`config.mk`:
```
export PLATFORM = sky130hd
export DESIGN_NAME = latch_write_sequencer
export DESIGN_NICKNAME = d
export VERILOG_FILES = /design/src/rtl/latch_write_sequencer.sv
export SDC_FILE = /design/constraint.sdc
export NUM_CORES = 1
export LEC_CHECK = 0
export BUFFER_PORTS_ARGS = -buffer_cell sky130_fd_sc_hd__buf_4
export CORE_AREA = 2 2 52 54
export CTS_BUF_LIST = sky130_fd_sc_hd__clkbuf_16
export DETAILED_ROUTE_END_ITERATION = 7
export DIE_AREA = 0 0 54 56
export PLACE_DENSITY = 0.89
export SYNTH_ARGS = -nofsm -noshare
export SYNTH_HDL_FRONTEND = slang
export SYNTH_SLANG_ARGS = --single-unit
```
`constraint.sdc`:
```
create_clock -name clk -period 4.8 [get_ports clk]
set_input_delay 0.48 -clock clk [delete_from_list [all_inputs] [get_ports clk]]
set_output_delay 0.48 -clock clk [all_outputs]
set_load 0.03 [all_outputs]
```
`src/rtl/latch_write_sequencer.sv`:
```
// latch_write_sequencer
//   Write controller for a bank of NUM_LATCH transparent D latches sharing
//   one WIDTH-bit data bus. A request taken over wr_valid/wr_ready is put on
//   lat_d, then one gate line is opened, then closed again. lat_d stays
//   stable SETUP_CYC cycles before the gate opens, during the GATE_CYC gate
//   cycles, and HOLD_CYC cycles after the gate closes. The addressed latch
//   output is then read back and compared with the written data.
//
// Ports
//   clk, rst   : rising-edge clock, synchronous active-high reset
//   wr_valid   : write request valid
//   wr_ready   : request can be taken (combinational: IDLE and not in reset)
//   wr_addr    : target latch index
//   wr_data    : data to write
//   lat_d      : shared latch D bus (registered, changes only on accept/reset)
//   lat_g      : one-hot gate enables, bit i drives G of latch i (registered)
//   lat_q      : latch Q outputs, latch i in bits [i*WIDTH +: WIDTH]
//   busy       : high in SETUP, GATE, HOLD and CHECK
//   done       : one-cycle completion pulse
//   mismatch   : with done, readback differed from written data
//   addr_err   : with done, wr_addr was >= NUM_LATCH (no gate was driven)
module latch_write_sequencer #(
  parameter int unsigned WIDTH     = 8,
  parameter int unsigned NUM_LATCH = 4,
  parameter int unsigned AW        = 2,
  parameter int unsigned SETUP_CYC = 1,
  parameter int unsigned GATE_CYC  = 2,
  parameter int unsigned HOLD_CYC  = 1
) (
  input  logic                       clk,
  input  logic                       rst,
  input  logic                       wr_valid,
  output logic                       wr_ready,
  input  logic [AW-1:0]              wr_addr,
  input  logic [WIDTH-1:0]           wr_data,
  output logic [WIDTH-1:0]           lat_d,
  output logic [NUM_LATCH-1:0]       lat_g,
  input  logic [NUM_LATCH*WIDTH-1:0] lat_q,
  output logic                       busy,
  output logic                       done,
  output logic                       mismatch,
  output logic                       addr_err
);

  // Phase counter holds (cycles - 1) of the current phase and counts to 0.
  localparam int unsigned MAX_SG  = (SETUP_CYC > GATE_CYC) ? SETUP_CYC : GATE_CYC;
  localparam int unsigned MAX_CYC = (MAX_SG > HOLD_CYC) ? MAX_SG : HOLD_CYC;
  localparam int unsigned CW      = (MAX_CYC > 1) ? $clog2(MAX_CYC) : 1;

  localparam logic [CW-1:0] SETUP_LD = CW'(SETUP_CYC - 1);
  localparam logic [CW-1:0] GATE_LD  = CW'(GATE_CYC - 1);
  localparam logic [CW-1:0] HOLD_LD  = CW'(HOLD_CYC - 1);

  typedef enum logic [2:0] {
    S_IDLE,
    S_SETUP,
    S_GATE,
    S_HOLD,
    S_CHECK,
    S_DONE
  } state_e;

  state_e               state_q,    state_d;
  logic [CW-1:0]        cnt_q,      cnt_d;
  logic [AW-1:0]        addr_q,     addr_d;
  logic [WIDTH-1:0]     lat_d_q,    lat_d_d;
  logic [NUM_LATCH-1:0] lat_g_q,    lat_g_d;
  logic                 busy_q,     busy_d;
  logic                 done_q,     done_d;
  logic                 mismatch_q, mismatch_d;
  logic                 addr_err_q, addr_err_d;

  logic                 accept;
  logic                 addr_ok;
  logic [WIDTH-1:0]     rd_slice;
  logic [NUM_LATCH-1:0] gate_onehot;

  assign wr_ready = (state_q == S_IDLE) && !rst;
  assign accept   = wr_valid && wr_ready;
  assign addr_ok  = 32'(wr_addr) < NUM_LATCH;

  // Readback and gate decode use the stored address. An out-of-range
  // address never reaches GATE or CHECK, so no slice beyond the bank
  // is ever selected.
  always_comb begin
    rd_slice    = '0;
    gate_onehot = '0;
    for (int unsigned i = 0; i < NUM_LATCH; i++) begin
      if (32'(addr_q) == i) begin
        rd_slice       = lat_q[i*WIDTH +: WIDTH];
        gate_onehot[i] = 1'b1;
      end
    end
  end

  always_comb begin
    state_d    = state_q;
    cnt_d      = cnt_q;
    addr_d     = addr_q;
    lat_d_d    = lat_d_q;
    mismatch_d = 1'b0;
    addr_err_d = 1'b0;

    unique case (state_q)
      S_IDLE: begin
        if (accept) begin
          addr_d  = wr_addr;
          lat_d_d = wr_data;
          if (addr_ok) begin
            state_d = S_SETUP;
            cnt_d   = SETUP_LD;
          end else begin
            state_d    = S_DONE;
            addr_err_d = 1'b1;
          end
        end
      end

      S_SETUP: begin
        if (cnt_q == '0) begin
          state_d = S_GATE;
          cnt_d   = GATE_LD;
        end else begin
          cnt_d = cnt_q - 1'b1;
        end
      end

      S_GATE: begin
        if (cnt_q == '0) begin
          state_d = S_HOLD;
          cnt_d   = HOLD_LD;
        end else begin
          cnt_d = cnt_q - 1'b1;
        end
      end

      S_HOLD: begin
        if (cnt_q == '0) begin
          state_d = S_CHECK;
          cnt_d   = '0;
        end else begin
          cnt_d = cnt_q - 1'b1;
        end
      end

      // lat_d_q still carries the written data, so it doubles as the
      // reference for the readback compare.
      S_CHECK: begin
        state_d    = S_DONE;
        mismatch_d = (rd_slice != lat_d_q);
      end

      S_DONE: begin
        state_d = S_IDLE;
      end

      default: begin
        state_d = S_IDLE;
        cnt_d   = '0;
      end
    endcase

    // Outputs are decoded from the next state so they change on the same
    // edge as the state itself; lat_g therefore rises and falls only on
    // edges where lat_d is held constant.
    lat_g_d = (state_d == S_GATE) ? gate_onehot : '0;
    busy_d  = (state_d == S_SETUP) || (state_d == S_GATE) ||
              (state_d == S_HOLD)  || (state_d == S_CHECK);
    done_d  = (state_d == S_DONE);
  end

  always_ff @(posedge clk) begin
    if (rst) begin
      state_q    <= S_IDLE;
      cnt_q      <= '0;
      addr_q     <= '0;
      lat_d_q    <= '0;
      lat_g_q    <= '0;
      busy_q     <= 1'b0;
      done_q     <= 1'b0;
      mismatch_q <= 1'b0;
      addr_err_q <= 1'b0;
    end else begin
      state_q    <= state_d;
      cnt_q      <= cnt_d;
      addr_q     <= addr_d;
      lat_d_q    <= lat_d_d;
      lat_g_q    <= lat_g_d;
      busy_q     <= busy_d;
      done_q     <= done_d;
      mismatch_q <= mismatch_d;
      addr_err_q <= addr_err_d;
    end
  end

  assign lat_d    = lat_d_q;
  assign lat_g    = lat_g_q;
  assign busy     = busy_q;
  assign done     = done_q;
  assign mismatch = mismatch_q;
  assign addr_err = addr_err_q;

endmodule

```
Word-level counts from Yosys, hierarchy flattened
Cells that the tools add are included.

Equality and inequality tests: 15. Shifts and indexed selects: 0. Add/sub/neg operators: 1. Reductions and logical operators: 14. Muxes and demuxes: 17. Multiply operators: 0. Bitwise gates (word level): 3. Order comparisons: 0. Divide/modulo/power cells: 0.

Operator list (number): $mux W8 (4); $pmux W3 S5 (1); $eq A3 B2 Y1 const B (4); $eq A3 B3 Y1 const B (4); $mux W3 (4); $ne A8 B8 Y1 (1); $reduce_or A2 Y1 (4); $mux W1 (7); $eq A3 B1 Y1 const B (2); $eq A2 B2 Y1 const B (2); $pmux W1 S4 (1); $reduce_and A2 Y1 (2); $logic_not A3 Y1 (1); $logic_or A1 B1 Y1 (3); $not A1 Y1 (3); $eq A2 B1 Y1 const B (1); $logic_and A1 B1 Y1 (2); $logic_not A2 Y1 (1); $ne A2 B2 Y1 const B (1); $logic_not A1 Y1 (1); $sub A1 B1 Y1 const B (1).

ROM bits: 0. Register bits after elaboration: 21. Word-level logic and storage cells: 58. Output and inout port bits: 17. Latch bits: 0. RAM bits: 0. Input bits: 45. Memories kept: 0.

Logic depth before layout (Yosys ltp)
Gate-level depths: netlist of run 1.

Depth after elaboration: 9. Depth in mapped cells: 5. Depth with buffers taken out: 4.

Worst setup path after synthesis of run 1
Ideal clock, no wire load.

Path type: reg-to-reg. From: register state_q[0]. To: register addr_q[0]. Required time: 4.672 ns. Data arrival time: 1.881 ns. Library setup time: 0.128 ns. Clock period less this slack: 2.008 ns. Slack: 2.792 ns. Stages on the path, launching flop included: 6. Buffers on the path: 1. Cells stage by stage: dfxtp_1 -> buf_2 -> nor4_2 -> nand2_1 -> mux2i_1 -> nor2_1.

Word-level cells in the longest chain between the ends: 4.

Ends and longest elaborated chain: start, declared (line 63) `state_e state_q, state_d;`; start signal, assigned (line 184) `state_q <= state_d;`; $logic_not A3 Y1 (line 78) `assign wr_ready = (state_q == S_IDLE) && !rst;`; $logic_and A1 B1 Y1 (line 78); named net wr_ready (line 33) `output logic wr_ready,`; $logic_and A1 B1 Y1 (line 79) `assign accept = wr_valid && wr_ready;`; $reduce_and A2 Y1 (no source line); end signal, assigned (line 186) `addr_q <= addr_d;`; end, declared (line 65) `logic [AW-1:0] addr_q, addr_d;`.

The timed path passes the listed nets, and every way through them passes these cells. A chain may end at the register's enable or synchronous reset.

Worst setup path in the final report of run 1
From: register addr_q[0]. To: register mismatch_q (netlist: mismatch).

Word-level cells in the longest chain between the ends: 6. Elaborated cells between the ends (all ways): 9. Those cells by class: 4 x eq/ne; 4 x mux; 1 x reduce/logical.

Ends and longest elaborated chain: $logic_not A2 Y1 (line 89) `if (32'(addr_q) == i) begin`; $mux W8 (3 in a row) (line 89); $mux W8 (*) (line 89); $ne A8 B8 Y1 (*) (line 150) `mismatch_d = (rd_slice != lat_d_q);`; end signal, assigned (line 191) `mismatch_q <= mismatch_d;`; end, declared (line 70) `logic mismatch_q, mismatch_d;`.

Mark *: on every way between the ends. The rest lies on a longest branch, timed or not.

==> results.ini, run 1 <==
[critical_path]
cp.required_ns = 4.93
rrSetupSlack_ns = 2.85
crit_start = addr_q[0]$_SDFFE_PP0P_
worstSetupPathType = flip-flop to flip-flop
startpoint_type = flip-flop
endpoint = mismatch$_SDFF_PP0_
r2r_cells = 4
cp_max_fo = 13
rr_startpoint = addr_q[0]$_SDFFE_PP0P_
r2r-end = mismatch$_SDFF_PP0_
cp-end-kind = flip-flop
critical_path_arrival_ns = 2.08

[power]
p_per_area_nw_per_um2 = 326
p_leak_nw = 0.792
ir_drop_v = 0.000202
p_switching_uw = 146
clock_power_share = 0.327
p_seq_frac = 0.406
internal_power_uw = 375
swShare = 0.280
combPwrFrac = 0.267

[drt]
drt_iter0_drc = 41
avgViaCountPerCell = 5.33
dr_wl_met3_um = 269
drc = 0
wl_met2_mm = 1.42
vias = 991
drtAntennaViolNets = 0
wl_mm = 2.91
wl_met1_mm = 1.18
drtPass1Iterations = 4
highest_layer = met4
wire_per_inst_um = 15.6

[clocking]
cts_resized = 0
cts.sinks = 21
post_cts_buffers = 0
cts_root_buffer = clkbuf_16
clk_latency_ns = 0.25
h-tree-depth = 1
path_clk_slew_ns = 0.06
cts_tree = done
cts_buffers = 3
cts-hold-fix-buffers = 0
cts_buffer_depth = 2

[timing]
finalSetupTns_ns = 0
worst_pin_slew_ns = 0.608
finClkSkew_ns = 0.00141
maxSlewViolCount = 0
min_period_ns = 1.95
grt_setup_unrepaired = no
fin_crit_sh = 0.406
slew_headroom = 0.594
max_freq_mhz = 513
setup_violations = 0
hold_viol = 0

[floorplan]
die-width_um = 54
rows = 18
core_um2 = 2430
ios = 62
die-area_um2 = 3020
start_util = 0.438
die_y_um = 56

[cells_and_area]
stdcell_area_um2 = 1600
layout-drive-gt1-share = 0.442
area_growth_pct = 49.9
n_fill_cell = 179
antennaDiodeCount = 0
final_nets = 202

[logic_synthesis]
synthTopCellsByArea = dfxtp_1 39%, mux4_1 12%, mux2i_1 9.4%
postSynthAreaPerCell_um2 = 10.9
netlist_instances = 98
synth_warnings = 0
synth_cell_types = 29
ys_seq_area_frac = 0.395
synth-seq-cells = 21
synth_ff_type = dfxtp_1
netlist_area_um2 = 1060
synth.most_common_cell = dfxtp_1
async_reset_ff_frac = 0
yosys-top-cells-count = 21 x dfxtp_1, 19 x nor2_1, 10 x mux2i_1, 8 x xor2_1
syn_nets = 143
yosysTopAreaCellShare = 0.395
yosysTopAreaCell = dfxtp_1
synth_edf_count = 0

[placement]
dpl_cell_area_um2 = 1520
dp_hpwl_mm = 2.24
gp_congestion = 0.708
io_buffers = 60

[grt]
grt_overflow = 0
grt_max_degree = 17
grt_pass1_vias = 963
grt_first_pass_wirelength_mm = 4.20
grt_util_all_layers = 0.188
antenna_found_initial = 0

[hold_path]
worstHoldPathType = input port to flip-flop

[run_status]
status = finished, final reports clean

[job]
max_cap_viol_count = 0

-- area by class of cell --
| cell class | instances | area (um^2) | area share |
|---|---|---|---|
| inverters | 1 | 3.75 | 0.00235 |
| clock buffers | 3 | 75.1 | 0.0470 |
| flip-flops and latches | 21 | 420 | 0.263 |
| multi-input cells | 70 | 606 | 0.379 |
| repair buffers | 60 | 450 | 0.282 |
| clock inverters | 1 | 3.75 | 0.00235 |
| well taps | 30 | 37.5 | 0.0235 |
-- layout by cell type, fill, tap and decap left out, drive strengths merged, types with 3 or more instances in the layout --
cell    count
dfxtp      21
clkbuf      3
xor2        8
buf        60
nor2       19
mux2i      10
nor4        3
mux4        8
a21boi      3
nand2       5
-- worst max-delay path, cell delays in order, from the launching register on --
cell      delay (ns)
dfxtp_1         0.66
mux4_1          0.65
xor2_1          0.17
nor4_1          0.26
a21boi_1        0.10
-- routing by layer --
metal	up-vias	track usage
met5	-	0
met4	0	0.0821
met3	4	0.0349
met2	52	0.328
met1	461	0.216
li1	474	-
-- how the worst min path moves through the flow --
stage	start	to	slack [ns]	cells past startpoint
after detailed placement	lat_d[6]$_SDFFE_PP0P_	lat_d[6]$_SDFFE_PP0P_	0.55	2
after global routing	wr_data[3]	lat_d[3]$_SDFFE_PP0P_	0.48	3
final	wr_data[6]	lat_d[6]$_SDFFE_PP0P_	0.47	3
after floorplan	state_q[2]$_SDFF_PP0_	done$_SDFF_PP0_	0.52	2
after CTS	wr_data[6]	lat_d[6]$_SDFFE_PP0P_	0.47	3
after global placement	lat_d[4]$_SDFFE_PP0P_	lat_d[4]$_SDFFE_PP0P_	0.54	2
-- registers in the layout, indices dropped and copies added (netlist names) --
name	flops
cnt_q	1
lat_g	4
lat_d	8
done	1
addr_q	2
mismatch	1
state_q	3
busy	1
-- per-stage QoR --
step                      cells  hold slack (ns)  setup WS (ns)  utilization  power, mW
after floorplan              98            0.523           2.79            -      0.299
after global placement      182            0.536           2.87        0.624      0.348
after detailed placement    182            0.554           2.83        0.624      0.353
after CTS                   186            0.469           2.82        0.656      0.524
after global routing        186            0.482           2.64        0.656      0.542
final                       186            0.469           2.85        0.656      0.521
-- kinds of logic (layout without fill, tap and decap cells) --
| kind of cell | Yosys count | in the layout | share of synthesized area |
|---|---|---|---|
| flops | 21 | 21 | 0.395 |
| compound gates | 9 | 9 | 0.0623 |
| buf+inv | 7 | 65 | 0.0364 |
| other cells | 1 | 1 | 0.00352 |
| mux | 18 | 18 | 0.281 |
| xor+xnor | 8 | 8 | 0.0658 |
| simple gates | 34 | 34 | 0.156 |
-- power by group through the flow --
stage / clock [mW] / combinational (mW) / sequential, mW
6_report: 0.170 / 0.139 / 0.211
5_1_grt: 0.179 / 0.148 / 0.215
4_1_cts: 0.174 / 0.139 / 0.211
3_5_place_dp: 0 / 0.139 / 0.215
3_3_place_gp: 0 / 0.134 / 0.214
2_1_floorplan: 0 / 0.0808 / 0.218
Note: power is estimated with default switching activity, not from simulation.
==> run 2: changes to the inputs <==
ABC_AREA = 1   (was not set)
CORE_AREA = 2 2 55 57   (was 2 2 52 54)
DIE_AREA = 0 0 57 59   (was 0 0 54 56)
PLACE_DENSITY = 0.87   (was 0.89)
clock period = 1.8 ns   (was 4.8 ns; I/O delays follow)
==> results.ini, run 2 <==
[placement]
gp_congestion = 0.836  ; was 0.708
dp_cells = 280  ; was 182
pre_cts_slack_ns = 0.279  ; was 2.83 ns
dp_hpwl_mm = 2.49  ; was 2.24 mm
dpl_cell_area_um2 = 1670  ; was 1520 um^2
io_buffers = 60  ; unchanged

[timing]
finalSetupTns_ns = 0  ; unchanged
finClkSkew_ns = 0.00233  ; was 0.00141 ns
grt_setup_unrepaired = no  ; unchanged
min_period_ns = 1.57  ; was 1.95 ns
setup_violations = 0  ; unchanged
max_freq_mhz = 637  ; was 513 MHz
fin_crit_sh = 0.872  ; was 0.406
maxSlewViolCount = 0  ; unchanged
hold_viol = 0  ; unchanged
layout_setup_ws_ns = 0.231  ; was 2.85 ns
hold_ws_ns = 0.130  ; was 0.469 ns

[critical_path]
cp_slowest_cell = dfxtp_1  ; unchanged
cp-end-kind = flip-flop  ; unchanged
startpoint_type = flip-flop  ; unchanged
cpMostUsedCell = nand2_1
worstSetupPathType = flip-flop to flip-flop  ; unchanged
cp.required_ns = 1.95  ; was 4.93 ns
cp_max_fo = 11  ; was 13
worstPathCellList = nand2_2 > inv_2 > nor2_1 > nand2_1 > nand2_1 > nand2_1 > nand2_1 > nor2_1 > nand2_1 > nor2_1 > nor2_1  ; was mux4_1 > xor2_1 > nor4_1 > a21boi_1
critical_path_arrival_ns = 1.72  ; was 2.08 ns
cpPeakStageDelay_ns = 0.49  ; was 0.66 ns

[drt]
drt_iter0_drc = 55  ; was 41
avgViaCountPerCell = 4.84  ; was 5.33
wl_mm = 3.39  ; was 2.91 mm
vias = 1375  ; was 991
drtPass1Iterations = 4  ; unchanged
drtAntennaViolNets = 0  ; unchanged
drc = 0  ; unchanged
wire_per_inst_um = 11.9  ; was 15.6 um

[logic_synthesis]
netlist_area_um2 = 1210  ; was 1060 um^2
netlist_instances = 194  ; was 98
yosys-top-cells-count = 47 x nand2_1, 23 x inv_1, 21 x dfxtp_1, 20 x nor2_1, 19 x nand3_1  ; was 21 x dfxtp_1, 19 x nor2_1, 10 x mux2i_1, 8 x xor2_1
synth_cell_types = 20  ; was 29
yosysTopAreaCell = dfxtp_1  ; unchanged
yosysTopAreaCellShare = 0.347  ; was 0.395
synth-seq-cells = 21  ; unchanged
synth_edf_count = 0  ; unchanged
ys_seq_area_frac = 0.347  ; was 0.395
synth_warnings = 0  ; unchanged
synthTopCellsByArea = dfxtp_1 35%, nand2_1 15%, nand3_1 7.9%  ; was dfxtp_1 39%, mux4_1 12%, mux2i_1 9.4%
synth_ff_type = dfxtp_1  ; unchanged
async_reset_ff_frac = 0  ; unchanged
postSynthAreaPerCell_um2 = 6.24  ; was 10.9 um^2
syn_nets = 239  ; was 143
synth.most_common_cell = nand2_1  ; was dfxtp_1

[power]
ir_drop_v = 0.000923  ; was 0.000202 V
p_seq_frac = 0.322  ; was 0.406
p_leak_nw = 0.889  ; was 0.792 nW
swShare = 0.392  ; was 0.280
p_per_area_nw_per_um2 = 1100  ; was 326 nW/um^2
internal_power_mw = 1.16  ; was 375 uW
clock_power_share = 0.248  ; was 0.327
p_switching_uw = 750  ; was 146 uW
combPwrFrac = 0.430  ; was 0.267
p_total_mw = 1.91  ; was 521 uW

[floorplan]
die-width_um = 57  ; was 54 um
ios = 62  ; unchanged
core_um2 = 2710  ; was 2430 um^2
die_y_um = 59  ; was 56 um
rows = 19  ; was 18
die-area_um2 = 3360  ; was 3020 um^2
start_util = 0.446  ; was 0.438

[clocking]
h-tree-depth = 1  ; unchanged
cts-hold-fix-buffers = 0  ; unchanged
clk_latency_ns = 0.25  ; about the same
cts_buffer_depth = 2  ; unchanged
cts_resized = 0  ; unchanged
cts_root_buffer = clkbuf_16  ; unchanged
cts_tree = done  ; unchanged
cts.sinks = 21  ; unchanged
post_cts_buffers = 0  ; unchanged
path_clk_slew_ns = 0.06  ; about the same
cts_buffers = 3  ; unchanged

[cells_and_area]
area_growth_pct = 44.3  ; was 49.9%
final_cell_mix = 63 x buf_4, 47 x nand2_1, 23 x inv_1, 21 x dfxtp_1, 20 x nor2_1  ; was 60 x buf_4, 21 x dfxtp_1, 19 x nor2_1, 10 x mux2i_1, 8 x xor2_1
layout-drive-gt1-share = 0.308  ; was 0.442
final_common_cell = buf_4  ; unchanged
utilization = 0.644  ; was 0.656
largest_register_ff_count = 8  ; unchanged
final_nets = 299  ; was 202
stdcell_area_um2 = 1750  ; was 1600 um^2
final_cell_count_no_fill = 284  ; was 186
antennaDiodeCount = 0  ; unchanged

[grt]
grt_first_pass_wirelength_mm = 5.46  ; was 4.20 mm
grt_pass1_vias = 1277  ; was 963
grt_overflow = 0  ; unchanged
grt_util_all_layers = 0.210  ; was 0.188
grt_max_degree = 14  ; was 17
antenna_found_initial = 0  ; unchanged

[run_status]
status = finished, final reports clean  ; unchanged

[job]
max_cap_viol_count = 0  ; unchanged

[hold_path]
worstHoldPathType = input port to flip-flop  ; unchanged

## run 2: worst paths after layout
| check | from | endpoint | slack, ns | depth (start not counted) |
|---|---|---|---|---|
| worst max register to register | addr_q[0]$_SDFFE_PP0P_ | mismatch$_SDFF_PP0_ | 0.23 | 11 |
| worst min-delay path | rst | state_q[2]$_SDFF_PP0_ | 0.13 | 2 |
| worst max-delay path | addr_q[0]$_SDFFE_PP0P_ | mismatch$_SDFF_PP0_ | 0.23 | 11 |
| worst min register to register | lat_d[1]$_SDFFE_PP0P_ | lat_d[1]$_SDFFE_PP0P_ | 0.49 | 2 |
## run 2: layer usage
layer / routed length (um) / up-vias / track usage
met2: 1650 / 50 / 0.360
met3: 252 / 5 / 0.0546
li1: - / 730 / -
met4: 40 / 0 / 0.0797
met1: 1440 / 590 / 0.254
met5: 0 / - / 0
## run 2: kinds of logic (layout without fill, tap and decap cells)
| group | count (synthesis) | count (layout) | synth area share |
|---|---|---|---|
| simple gates | 104 | 104 | 0.376 |
| compound gates | 35 | 35 | 0.149 |
| buf+inv | 33 | 92 | 0.124 |
| flops | 21 | 21 | 0.347 |
| other cells | 1 | 1 | 0.00310 |
## run 2: critical path, delay by kind of cell (launching register included)
kind / cells / cell delay [ns]
buf+inv: 1 / 0.19
flops: 1 / 0.49
simple gates: 10 / 0.76
## run 2: power groups by stage
| stage | clock network [mW] | registers [mW] | logic (mW) |
|---|---|---|---|
| 2_1_floorplan | 0 | 0.708 | 0.470 |
| 3_3_place_gp | 0 | 0.619 | 0.791 |
| 3_5_place_dp | 0 | 0.622 | 0.804 |
| 4_1_cts | 0.482 | 0.615 | 0.821 |
| 5_1_grt | 0.505 | 0.627 | 0.916 |
| 6_report | 0.476 | 0.616 | 0.823 |
## run 2: final cells by class
type / instances / area, um^2
inverter: 25 / 93.8
fill: 275 / 965
sequential: 21 / 420
clock inverter: 1 / 5.00
multi-input combinational: 140 / 639
timing repair buffer: 63 / 473
tap: 31 / 38.8
clock buffer: 3 / 75.1
==> run 3: changes to the inputs <==
CTS_BUF_LIST = not set   (was sky130_fd_sc_hd__clkbuf_16)
==> results.ini, run 3 (synthesis results as in run 2) <==
[clocking]
clk_latency_ns = 0.30  ; was 0.25 ns
cts_tree = done  ; unchanged
cts-hold-fix-buffers = 0  ; unchanged
cts_buffers = 3  ; unchanged
cts.sinks = 21  ; unchanged
path_clk_slew_ns = 0.12  ; was 0.06 ns
cts_root_buffer = clkbuf_4  ; was clkbuf_16
post_cts_buffers = 0  ; unchanged
h-tree-depth = 1  ; unchanged
cts_buffer_depth = 2  ; unchanged
cts_resized = 0  ; unchanged

[critical_path]
rr_startpoint = addr_q[0]$_SDFFE_PP0P_  ; unchanged
critical_path_arrival_ns = 1.77  ; was 1.72 ns
cp-end-kind = flip-flop  ; unchanged
cpPeakStageDelay_ns = 0.52  ; was 0.49 ns
rrSetupSlack_ns = 0.25  ; was 0.23 ns
startpoint_type = flip-flop  ; unchanged
cpMostUsedCell = nand2_1  ; unchanged
worst-path-buf-inv = 1  ; unchanged
cp.required_ns = 2.01  ; was 1.95 ns
worstPathCellList = inv_1 > o21ai_0 > nand2_1 > nand2_2 > nand2_1 > nand2_1 > nand2_1 > nor2_1 > nand2_1 > nor2_1 > nor2_1  ; was nand2_2 > inv_2 > nor2_1 > nand2_1 > nand2_1 > nand2_1 > nand2_1 > nor2_1 > nand2_1 > nor2_1 > nor2_1
cpLargestDelayFamily = simple AND/OR/NAND/NOR gates  ; unchanged
cp_max_fo = 10  ; was 11
r2r_cells = 11  ; unchanged
worstSetupPathType = flip-flop to flip-flop  ; unchanged
cp_slowest_cell = dfxtp_1  ; unchanged
r2r-end = mismatch$_SDFF_PP0_  ; unchanged

[drt]
avgViaCountPerCell = 4.76  ; was 4.84
vias = 1353  ; was 1375
drtPass1Iterations = 4  ; unchanged
drtAntennaViolNets = 0  ; unchanged
wire_per_inst_um = 11.0  ; was 11.9 um
drc = 0  ; unchanged
wl_mm = 3.11  ; was 3.39 mm
drt_iter0_drc = 51  ; was 55

[floorplan]
ios = 62  ; unchanged
die_y_um = 59  ; unchanged
core_um2 = 2710  ; unchanged
die-area_um2 = 3360  ; unchanged
rows = 19  ; unchanged
start_util = 0.446  ; unchanged
die-width_um = 57  ; unchanged

[cells_and_area]
utilization = 0.625  ; was 0.644
final_cell_count_no_fill = 284  ; unchanged
final_common_cell = buf_4  ; unchanged
final_nets = 299  ; unchanged
largest_register_ff_count = 8  ; unchanged
area_growth_pct = 39.9  ; was 44.3%
final_cell_mix = 63 x buf_4, 47 x nand2_1, 23 x inv_1, 21 x dfxtp_1, 20 x nor2_1  ; unchanged
layout-drive-gt1-share = 0.308  ; unchanged
stdcell_area_um2 = 1690  ; was 1750 um^2
antennaDiodeCount = 0  ; unchanged

[grt]
antenna_found_initial = 0  ; unchanged
grt_overflow = 0  ; unchanged
grt_util_all_layers = 0.188  ; was 0.210
grt_max_degree = 14  ; unchanged
grt_pass1_vias = 1177  ; was 1277
grt_first_pass_wirelength_mm = 4.97  ; was 5.46 mm

[run_status]
status = finished, final reports clean  ; unchanged

[timing]
setup_violations = 0  ; unchanged
fin_crit_sh = 0.864  ; was 0.872
finalSetupTns_ns = 0  ; unchanged
min_period_ns = 1.55  ; was 1.57 ns
grt_setup_unrepaired = no  ; unchanged
hold_viol = 0  ; unchanged
maxSlewViolCount = 0  ; unchanged
finClkSkew_ns = 0.00192  ; was 0.00233 ns
layout_setup_ws_ns = 0.245  ; was 0.231 ns
hold_ws_ns = 0.0687  ; was 0.130 ns
max_freq_mhz = 643  ; was 637 MHz

[power]
p_seq_frac = 0.372  ; was 0.322
clock_power_share = 0.140  ; was 0.248
internal_power_uw = 948  ; was 1.16 mW
p_total_mw = 1.65  ; was 1.91 mW
p_leak_nw = 0.866  ; was 0.889 nW
combPwrFrac = 0.488  ; was 0.430
p_per_area_nw_per_um2 = 975  ; was 1100 nW/um^2
ir_drop_v = 0.000963  ; was 0.000923 V
p_switching_uw = 703  ; was 750 uW
swShare = 0.426  ; was 0.392

[placement]
dp_cells = 280  ; unchanged
pre_cts_slack_ns = 0.279  ; unchanged
dp_hpwl_mm = 2.49  ; unchanged
dpl_cell_area_um2 = 1670  ; unchanged
gp_congestion = 0.836  ; unchanged
io_buffers = 60  ; unchanged

[hold_path]
hold_end = state_q[2]$_SDFF_PP0_  ; unchanged
worstHoldPathType = input port to flip-flop  ; unchanged
min_from = rst  ; unchanged
hold_depth = 2  ; unchanged

[job]
max_cap_viol_count = 0  ; unchanged

run 3: worst reg2reg max path, stage by stage (launching register included):
cell and delay (ns):
dfxtp_1 0.52, inv_1 0.21, o21ai_0 0.13, nand2_1 0.08, nand2_2 0.07, nand2_1 0.05
nand2_1 0.05, nand2_1 0.05, nor2_1 0.13, nand2_1 0.07, nor2_1 0.08, nor2_1 0.04
run 3: cell type report:
class / count / area, um^2
tap: 31 / 38.8
timing repair buffer: 63 / 473
inverter: 25 / 93.8
fill: 280 / 1020
multi-input combinational: 140 / 639
clock buffer: 3 / 22.5
sequential: 21 / 420
clock inverter: 1 / 5.00
run 3: worst max path at each step:
stage                                start                endpoint  cells past startpoint
floorplan            state_q[0]$_SDFF_PP0_  addr_q[0]$_SDFFE_PP0P_                      7
global placement    addr_q[0]$_SDFFE_PP0P_     mismatch$_SDFF_PP0_                     11
detailed placement  addr_q[0]$_SDFFE_PP0P_     mismatch$_SDFF_PP0_                     11
CTS                 addr_q[0]$_SDFFE_PP0P_     mismatch$_SDFF_PP0_                     11
global route        addr_q[0]$_SDFFE_PP0P_     mismatch$_SDFF_PP0_                     11
finish              addr_q[0]$_SDFFE_PP0P_     mismatch$_SDFF_PP0_                     11
run 3: layer usage:
layer | GRT usage | up-vias | routed length [um]
li1 | - | 731 | -
met1 | 0.244 | 566 | 1360
met2 | 0.312 | 54 | 1440
met3 | 0.0480 | 2 | 298
met4 | 0.0532 | 0 | 20
met5 | 0 | - | 0
run 3: power by group through the flow:
stage / clock network (mW) / registers (mW) / logic (mW)
after global placement: 0 / 0.619 / 0.791
final: 0.231 / 0.614 / 0.806
after CTS: 0.237 / 0.613 / 0.808
after detailed placement: 0 / 0.622 / 0.804
after floorplan: 0 / 0.708 / 0.470
after global routing: 0.256 / 0.625 / 0.900
